## src/rtl/ooo_resp_engine_if.sv

```systemverilog
// Request/completion bundle between the out-of-order responder and its driver/monitor.
// SLOTS must match the engine's SLOTS so pend_cnt has the right width.
interface ooo_resp_engine_if #(
  parameter int SLOTS = 4
);
  localparam int PEND_W = $clog2(SLOTS + 1);

  logic              vld_i;
  logic              vld_o;
  logic [3:0]        result;
  logic              drop_o;
  logic [PEND_W-1:0] pend_cnt;

  modport master (output vld_i, input vld_o, result, drop_o, pend_cnt);
  modport slave  (input vld_i, output vld_o, result, drop_o, pend_cnt);
endinterface

```

## src/rtl/ooo_resp_engine.sv

```systemverilog
// Out-of-order responder: each accepted request waits a per-request latency in a slot,
// then its tag is returned; the lowest-index ready slot wins when several are ready.
module ooo_resp_engine #(
  parameter int         SLOTS     = 4,
  parameter int         MAX_LAT   = 8,
  parameter int         FIXED_LAT = 0,
  parameter logic [7:0] LFSR_SEED = 8'hA5
) (
  input logic              clk,
  input logic              rst_n,
  ooo_resp_engine_if.slave bus
);
  localparam int CNT_W  = $clog2(MAX_LAT + 1);
  localparam int LAT_W  = $clog2(MAX_LAT);
  localparam int PEND_W = $clog2(SLOTS + 1);
  localparam int IDX_W  = (SLOTS > 1) ? $clog2(SLOTS) : 1;

  typedef struct packed {
    logic             valid;
    logic [3:0]       tag;
    logic [CNT_W-1:0] cnt;
  } slot_t;

  slot_t [SLOTS-1:0] slot_q, slot_d;
  logic [3:0]        seq_q, seq_d;
  logic [7:0]        lfsr_q, lfsr_d;
  logic              vld_q, vld_d;
  logic [3:0]        res_q, res_d;
  logic              drop_q, drop_d;
  logic [PEND_W-1:0] pend_q, pend_d;

  logic [CNT_W-1:0]  lat;
  logic              free_found, rdy_found, accept;
  logic [IDX_W-1:0]  free_idx, rdy_idx;

  always_comb begin
    if (FIXED_LAT != 0) lat = CNT_W'(FIXED_LAT);
    else                lat = CNT_W'(lfsr_q[LAT_W-1:0]) + CNT_W'(1);
  end

  // Both searches look at pre-edge state; scanning downwards leaves the lowest index selected.
  always_comb begin
    free_found = 1'b0;
    free_idx   = '0;
    rdy_found  = 1'b0;
    rdy_idx    = '0;
    for (int i = SLOTS - 1; i >= 0; i--) begin
      if (!slot_q[i].valid) begin
        free_found = 1'b1;
        free_idx   = IDX_W'(i);
      end
      if (slot_q[i].valid && slot_q[i].cnt == '0) begin
        rdy_found = 1'b1;
        rdy_idx   = IDX_W'(i);
      end
    end
  end

  // NOTE: every output of this block gets a default before any branch, so no latch is inferred.
  always_comb begin
    slot_d = slot_q;
    seq_d  = seq_q;
    res_d  = res_q;
    accept = bus.vld_i && free_found;
    vld_d  = rdy_found;
    drop_d = bus.vld_i && !free_found;
    for (int i = 0; i < SLOTS; i++) begin
      if (slot_q[i].valid && slot_q[i].cnt != '0) slot_d[i].cnt = slot_q[i].cnt - CNT_W'(1);
    end
    if (rdy_found) begin
      slot_d[rdy_idx].valid = 1'b0;
      res_d                 = slot_q[rdy_idx].tag;
    end
    // The free slot was invalid before the edge, so it never collides with the emitted one.
    if (accept) begin
      slot_d[free_idx].valid = 1'b1;
      slot_d[free_idx].tag   = seq_q;
      slot_d[free_idx].cnt   = lat;
      seq_d                  = seq_q + 4'd1;
    end
    pend_d = pend_q + PEND_W'(accept) - PEND_W'(rdy_found);
    lfsr_d = {lfsr_q[6:0], lfsr_q[7] ^ lfsr_q[5] ^ lfsr_q[4] ^ lfsr_q[3]};
  end

  // NOTE: the whole slot array is reset, so a reset discards pending requests and leaves no X tags.
  always_ff @(posedge clk or negedge rst_n) begin
    if (!rst_n) begin
      slot_q <= '0;
      seq_q  <= '0;
      lfsr_q <= LFSR_SEED;
      vld_q  <= 1'b0;
      res_q  <= '0;
      drop_q <= 1'b0;
      pend_q <= '0;
    end else begin
      slot_q <= slot_d;
      seq_q  <= seq_d;
      lfsr_q <= lfsr_d;
      vld_q  <= vld_d;
      res_q  <= res_d;
      drop_q <= drop_d;
      pend_q <= pend_d;
    end
  end

  assign bus.vld_o    = vld_q;
  assign bus.result   = res_q;
  assign bus.drop_o   = drop_q;
  assign bus.pend_cnt = pend_q;
endmodule
```

## src/flat_wrapper.sv

```systemverilog
// flat-port wrapper written by rule: the top's interface ports become plain ports
module ooo_resp_engine_flat 
#(
  parameter int         SLOTS     = 4,
  parameter int         MAX_LAT   = 8,
  parameter int         FIXED_LAT = 0,
  parameter logic [7:0] LFSR_SEED = 8'hA5
)
  (clk, rst_n, bus_vld_i, bus_vld_o, bus_result, bus_drop_o, bus_pend_cnt);
  ooo_resp_engine_if #(.SLOTS(SLOTS)) bus_i ();
  input logic clk;
  input logic rst_n;
  input wire logic [$bits(bus_i.vld_i)-1:0] bus_vld_i;
  output wire logic [$bits(bus_i.vld_o)-1:0] bus_vld_o;
  output wire logic [$bits(bus_i.result)-1:0] bus_result;
  output wire logic [$bits(bus_i.drop_o)-1:0] bus_drop_o;
  output wire logic [$bits(bus_i.pend_cnt)-1:0] bus_pend_cnt;
  assign bus_i.vld_i = bus_vld_i;
  assign bus_vld_o = bus_i.vld_o;
  assign bus_result = bus_i.result;
  assign bus_drop_o = bus_i.drop_o;
  assign bus_pend_cnt = bus_i.pend_cnt;
  ooo_resp_engine #(.SLOTS(SLOTS), .MAX_LAT(MAX_LAT), .FIXED_LAT(FIXED_LAT), .LFSR_SEED(LFSR_SEED)) u_core (.clk(clk), .rst_n(rst_n), .bus(bus_i));
endmodule
```

## config.mk

```make
export PLATFORM = sky130hd
export DESIGN_NAME = ooo_resp_engine_flat
export DESIGN_NICKNAME = d
export VERILOG_FILES = /design/src/rtl/ooo_resp_engine_if.sv /design/src/rtl/ooo_resp_engine.sv /design/src/flat_wrapper.sv
export SDC_FILE = /design/constraint.sdc
export NUM_CORES = 1
export LEC_CHECK = 0
export ABC_AREA = 0
export BUFFER_PORTS_ARGS = -buffer_cell sky130_fd_sc_hd__buf_4
export CORE_UTILIZATION = 65
export CTS_CLUSTER_SIZE = 40
export DETAILED_ROUTE_END_ITERATION = 8
export GPL_TIMING_DRIVEN = 0
export PLACE_DENSITY_LB_ADDON = 0.12
export SKIP_CTS_REPAIR_TIMING = 1
export SYNTH_ARGS = -nofsm -noshare
export SYNTH_HDL_FRONTEND = slang
export SYNTH_SLANG_ARGS = --single-unit
```

## constraint.sdc

```tcl
create_clock -name clk -period 4.1 [get_ports clk]
set_input_delay 0.82 -clock clk [delete_from_list [all_inputs] [get_ports clk]]
set_output_delay 0.82 -clock clk [all_outputs]
set_load 0.02 [all_outputs]
```

==> results of run 1 <==
==> layer usage <==
metal  vias to the layer above  track usage [%]  wire length [um]
li1                        862                -                 -
met1                       884             33.9              2440
met2                        32             41.5              2380
met3                         9             7.60               190
met4                         0             12.5                71
met5                         -                0                 0
==> power groups by stage <==
stage	registers [mW]	clock network, mW	logic, mW
floorplan	1.01	0	0.909
global placement	0.998	0	1.17
detailed placement	1.01	0	1.22
CTS	1.00	0.451	1.23
global route	1.03	0.475	1.37
finish	1.01	0.440	1.22
==> cells by family after synthesis <==
logic type / count (synthesis)
DFF: 57
muxes: 29
and+or+nand+nor: 59
buffers and inverters: 23
xor gates and xnor gates: 19
adders and majority gates: 12
AOI/OAI and AO/OA: 34
==> worst max-delay path, cell delays in order (launching register included) <==
cell      delay (ns)
dfrtp_1         0.34
inv_1           0.09
ha_1            0.24
and4bb_2        0.30
nand2b_1        0.27
or2_2           0.36
ha_1            0.28
inv_1           0.07
ha_1            0.14
inv_1           0.05
fa_1            0.38
xnor2_1         0.17
xnor2_1         0.14
==> layout by cell type, fill, tap and decap left out, types with 3 or more instances in the layout <==
cell / count
dfrtp_1: 53
nand2_1: 17
inv_1: 15
xnor2_1: 14
buf_4: 13
o21ai_0: 11
mux2_2: 11
ha_1: 11
mux2i_1: 10
clkbuf_8: 10
nor3_1: 8
mux2_4: 8
a21oi_1: 7
nor2_1: 7
xor2_1: 5
nand2b_1: 4
nand3_1: 4
o221ai_1: 4
a31oi_1: 4
clkinv_2: 4
dfstp_2: 4
nor3b_1: 3
==> layout make-up <==
| cell class | instances | area (um2) | area share, % |
|---|---|---|---|
| tap | 50 | 62.6 | 2.04 |
| buffer | 7 | 55.1 | 1.79 |
| multi-input combinational | 153 | 1220 | 39.9 |
| sequential | 57 | 1430 | 46.6 |
| clock inverter | 4 | 20.0 | 0.652 |
| clock buffer | 11 | 141 | 4.60 |
| inverter | 16 | 60.1 | 1.96 |
| timing repair buffer | 10 | 75.1 | 2.44 |
==> worst paths after layout <==
kind | to | cells after the start | startpoint
max | u_core.bus.pend_cnt[2] | 12 | u_core.slot_q[0]
min | u_core.lfsr_q[7] | 0 | u_core.lfsr_q[6]
max reg2reg | u_core.bus.pend_cnt[2] | 12 | u_core.slot_q[0]
min reg2reg | u_core.lfsr_q[7] | 0 | u_core.lfsr_q[6]
max in group asynchronous | u_core.slot_q[2] | 1 | rst_n
min in group asynchronous | u_core.slot_q[34] | 1 | rst_n
==> state kept, by name, indices dropped and copies added, names as in the netlist <==
name / count
u_core.bus.vld_o: 1
u_core.bus.pend_cnt: 3
u_core.bus.drop_o: 1
u_core.slot_q: 36
u_core.lfsr_q: 8
u_core.seq_q: 4
u_core.bus.result: 4
==> per-stage QoR <==
step                utilization, %  power, mW  instances  worst slack [ns]
global route                  75.7       2.88        308              1.00
detailed placement            71.7       2.23        293              1.23
floorplan                        -       1.92        233              1.46
finish                        75.7       2.67        308              1.19
CTS                           75.7       2.69        308              1.17
global placement              71.7       2.16        293              1.28
==> impl_metrics.ini, run 1 <==
[run_status]
status = finished, final reports clean

[synthesis]
synth_area_per_cell_um2 = 11.9
syn_nets = 248
synthMuxAreaShare_pct = 12.4
synth_warnings = 0
synthAdderAreaFrac_pct = 5.69
synth-main-ff-cell = dfrtp_1
synth_edf_count = 0
synthArstFlopShare_pct = 100
synthesis.instances = 233
yosysTopAreaCell = dfrtp_1
ys_seq_area_share_pct = 51.6
yosys.area_share.simple_pct = 12.6
synth_compound_area_share_pct = 7.54
netlist.area_leader.share_pct = 47.9
synth.most_common_cell = dfrtp_1
synth_area_leaders = dfrtp_1, ha_1, mux2_2
synthesis.area_mm2 = 0.00277
synth_xor_area_share_pct = 6.00
ys_ff_latch = 57
synth_top_family_by_area = simple AND/OR/NAND/NOR gates
ys_types = 42
synth_commonest_cells = dfrtp_1, nand2_1, inv_1

[detailed_routing]
via_per_inst = 5.80
drtIter0Drc = 126
routed_wl_mm = 5.07
remaining_drc_errors = 0
vias = 1787
drt_pass1_iterations = 4
wire_per_inst_um = 16.5
antenna_left = 0

[layout]
drive_gt1_share_pct = 24.0
fillerInstances = 276
area_growth_pct = 10.8
final_area_mm2 = 0.00307
nets = 269
insertedDiodeCount = 0

[worst_hold_path]
hp-class = flop to flop

[sta]
slew_headroom_pct = 53.2
finalHoldViolations = 0
fmax_mhz = 344
holdWs_ns = 0.353
fin_setup_tns_ns = 0
period_share_pct = 70.9
final-setup-viol-count = 0
maxSlewViolCount = 0
worst_slew_pin_slew_ns = 0.701
fin_skew_ns = 0.00243
grt_setup_unrepaired = no
min_period_ns = 2.91

[placed_design]
hpwl_mm = 3.48
routabilityCongestion = 0.773
portBuffers = 10
placed_area_mm2 = 0.00291

[clock_network]
numCtsBuffers = 9
clk_pin_slew_worst_paths_ns = 0.06
cts.path.max_buffers = 2
cts_tree = yes
htreeDepth = 3
clock_latency_ns = 0.34
cts-root-buf = clkbuf_8
clkSinkCount = 57

[setup_path]
required_ns = 4.36
cp-end-kind = flop
cp.arrival_ns = 3.17
worst-path-max-fanout = 8
rrSetupSlack_ns = 1.19
crit_type = flop to flop
crit_path_start_kind = flop

[floorplan]
core_mm2 = 0.00406
dieArea_mm2 = 0.00453
die_w_um = 67.3
start_util_pct = 68.3
core.rowCount = 23
die_h_um = 67.3
io_pins = 12

[power]
ir_worst_vdd_mv = 0.393
seqPwrFrac_pct = 37.7
p_leak_nw = 1.43
power_frac_comb_pct = 45.8
clockPowerShare_pct = 16.5
swShare_pct = 38.0
p_int_mw = 1.65
p_per_area_mw_per_mm2 = 868
p_sw_mw = 1.01

[grt]
grt_max_degree = 58
grt_pass1_vias = 1780
grt-ovfl-total = 0
antenna_found_initial = 0
grtUsageTotal_pct = 26.6
grt_pass1_wl_mm = 8.41

[run]
cap_violations = 0
No activity file was read; power rests on OpenSTA's default activity.
==> run 2: changes to the inputs <==
CORE_UTILIZATION = 55   (was 65)
clock period = 2.5 ns   (was 4.1 ns; I/O delays follow)
==> impl_metrics.ini, run 2 (synthesis gave the netlist of run 1 again) <==
[placed_design]
portBuffers = 10
hpwl_mm = 3.39
place_worst_setup_slack_ns = -0.156
routabilityCongestion = 0.811

[sta]
min_period_ns = 2.44
fin_skew_ns = 0.00820
setup_ws_ns = 0.0575
slew_headroom_pct = 42.1
finalHoldViolations = 0
worst_slew_pin_slew_ns = 0.857
maxSlewViolCount = 0
final-setup-viol-count = 0
fmax_mhz = 409
period_share_pct = 97.7
holdWs_ns = 0.208

[grt]
grt_max_degree = 58
gr-usage-met3_pct = 8.29
grtUsageTotal_pct = 22.2
antenna_found_initial = 0
grt_busiest_layer = met2
grt-ovfl-total = 0
grt_use_met1_pct = 31.3
gr-usage-met2_pct = 32.1
grt_pass1_vias = 1724
grt_pass1_wl_mm = 8.56

[detailed_routing]
wire_per_inst_um = 15.2
via_per_inst = 5.40
routed_wl_mm = 5.10
drtIter0Drc = 62
drt_pass1_iterations = 4
remaining_drc_errors = 0
vias = 1810
antenna_left = 0

[power]
p_per_area_mw_per_mm2 = 1480
p_leak_nw = 1.51
ir_worst_vdd_mv = 0.753

[clock_network]
htreeDepth = 3
numCtsBuffers = 9
cts.path.max_buffers = 2
cts_tree = yes
clkSinkCount = 57
cts-root-buf = clkbuf_8
clock_latency_ns = 0.33
clk_pin_slew_worst_paths_ns = 0.07

[floorplan]
start_util_pct = 57.9
dieArea_mm2 = 0.00533
core.rowCount = 25
core_mm2 = 0.00479
io_pins = 12
die_h_um = 73.0
die_w_um = 73.0

[setup_path]
r2r_start = u_core.slot_q[28]
worst-path-max-fanout = 4
crit_path_start_kind = flop
cp_slowest_cell = dfrtp_1
r2r-end = u_core.bus.pend_cnt[2]
rrSetupSlack_ns = 0.06
path_buf_inv = 3
cp-end-kind = flop
critPathMaxStageDelay_ns = 0.39
required_ns = 2.72
cp_common_cell = ha_4
critPathLaunch = u_core.slot_q[28]
reg2reg_depth = 12
cp.arrival_ns = 2.66
cp-endpoint = u_core.bus.pend_cnt[2]
crit_family = adder cells
crit_chain = inv_2 > ha_4 > and4bb_2 > nand2b_4 > or2_4 > ha_4 > inv_4 > ha_4 > inv_2 > fa_2 > xnor2_2 > xnor2_1
crit_cells = 12
crit_type = flop to flop

[layout]
area_growth_pct = 20.0
fin_util_pct = 69.5
layout_common_cells = dfrtp_1, buf_4, nand2_1, xnor2_1
drive_gt1_share_pct = 32.8
largest-register = u_core.slot_q
nets = 278
insertedDiodeCount = 0
largest_reg_flops = 36
final_common_cell = dfrtp_1
top_regs = u_core.slot_q x36, u_core.lfsr_q x8

[worst_hold_path]
hp-class = input port to asynchronous set/reset pin

[run_status]
status = finished, final reports clean

[run]
cap_violations = 0
## run 2: power breakdown
group | switching (mW) | internal [mW]
registers | 0.306 | 1.35
logic | 1.10 | 1.22
clock network | 0.361 | 0.611
total | 1.76 | 3.17
## run 2: worst reg2reg max path, cell delays in order, from the launching register on
cell,delay (ns)
dfrtp_1,0.39
inv_2,0.07
ha_4,0.15
and4bb_2,0.24
nand2b_4,0.16
or2_4,0.27
ha_4,0.22
inv_4,0.05
ha_4,0.12
inv_2,0.04
fa_2,0.34
xnor2_2,0.14
xnor2_1,0.13
## run 2: area by class of cell
cell class	count	area [um2]
buffer	7	55.1
tap	67	83.8
sequential	57	1430
timing repair buffer	19	143
clock inverter	5	77.6
fill	359	1460
inverter	16	62.6
multi-input combinational	153	1320
clock buffer	11	151
## run 2: metrics by stage
stage	power, mW	instances	cell area (um2)	setup TNS (ns)
floorplan	3.21	233	2790	0
global placement	3.63	310	2950	-0.193
detailed placement	3.71	310	2950	-0.211
CTS	4.70	326	3180	-0.228
global route	5.33	335	3330	-0.0154
finish	4.94	335	3330	0
## run 2: how the worst min path moves through the flow
stage / from / to / depth (start not counted)
after floorplan: rst_n / u_core.bus.drop_o / 0
after global placement: u_core.lfsr_q[6] / u_core.lfsr_q[7] / 0
after detailed placement: u_core.lfsr_q[6] / u_core.lfsr_q[7] / 0
after CTS: rst_n / u_core.seq_q[2] / 1
after global routing: rst_n / u_core.slot_q[14] / 1
final: rst_n / u_core.seq_q[2] / 1
## run 2: routing by layer
| layer | share of wire [%] | wire [um] | vias to the layer above |
|---|---|---|---|
| met5 | 0 | 0 | - |
| met4 | 1.0 | 53 | 0 |
| met3 | 3.4 | 173 | 5 |
| met2 | 46 | 2350 | 19 |
| met1 | 49 | 2520 | 898 |
| li1 | - | - | 888 |
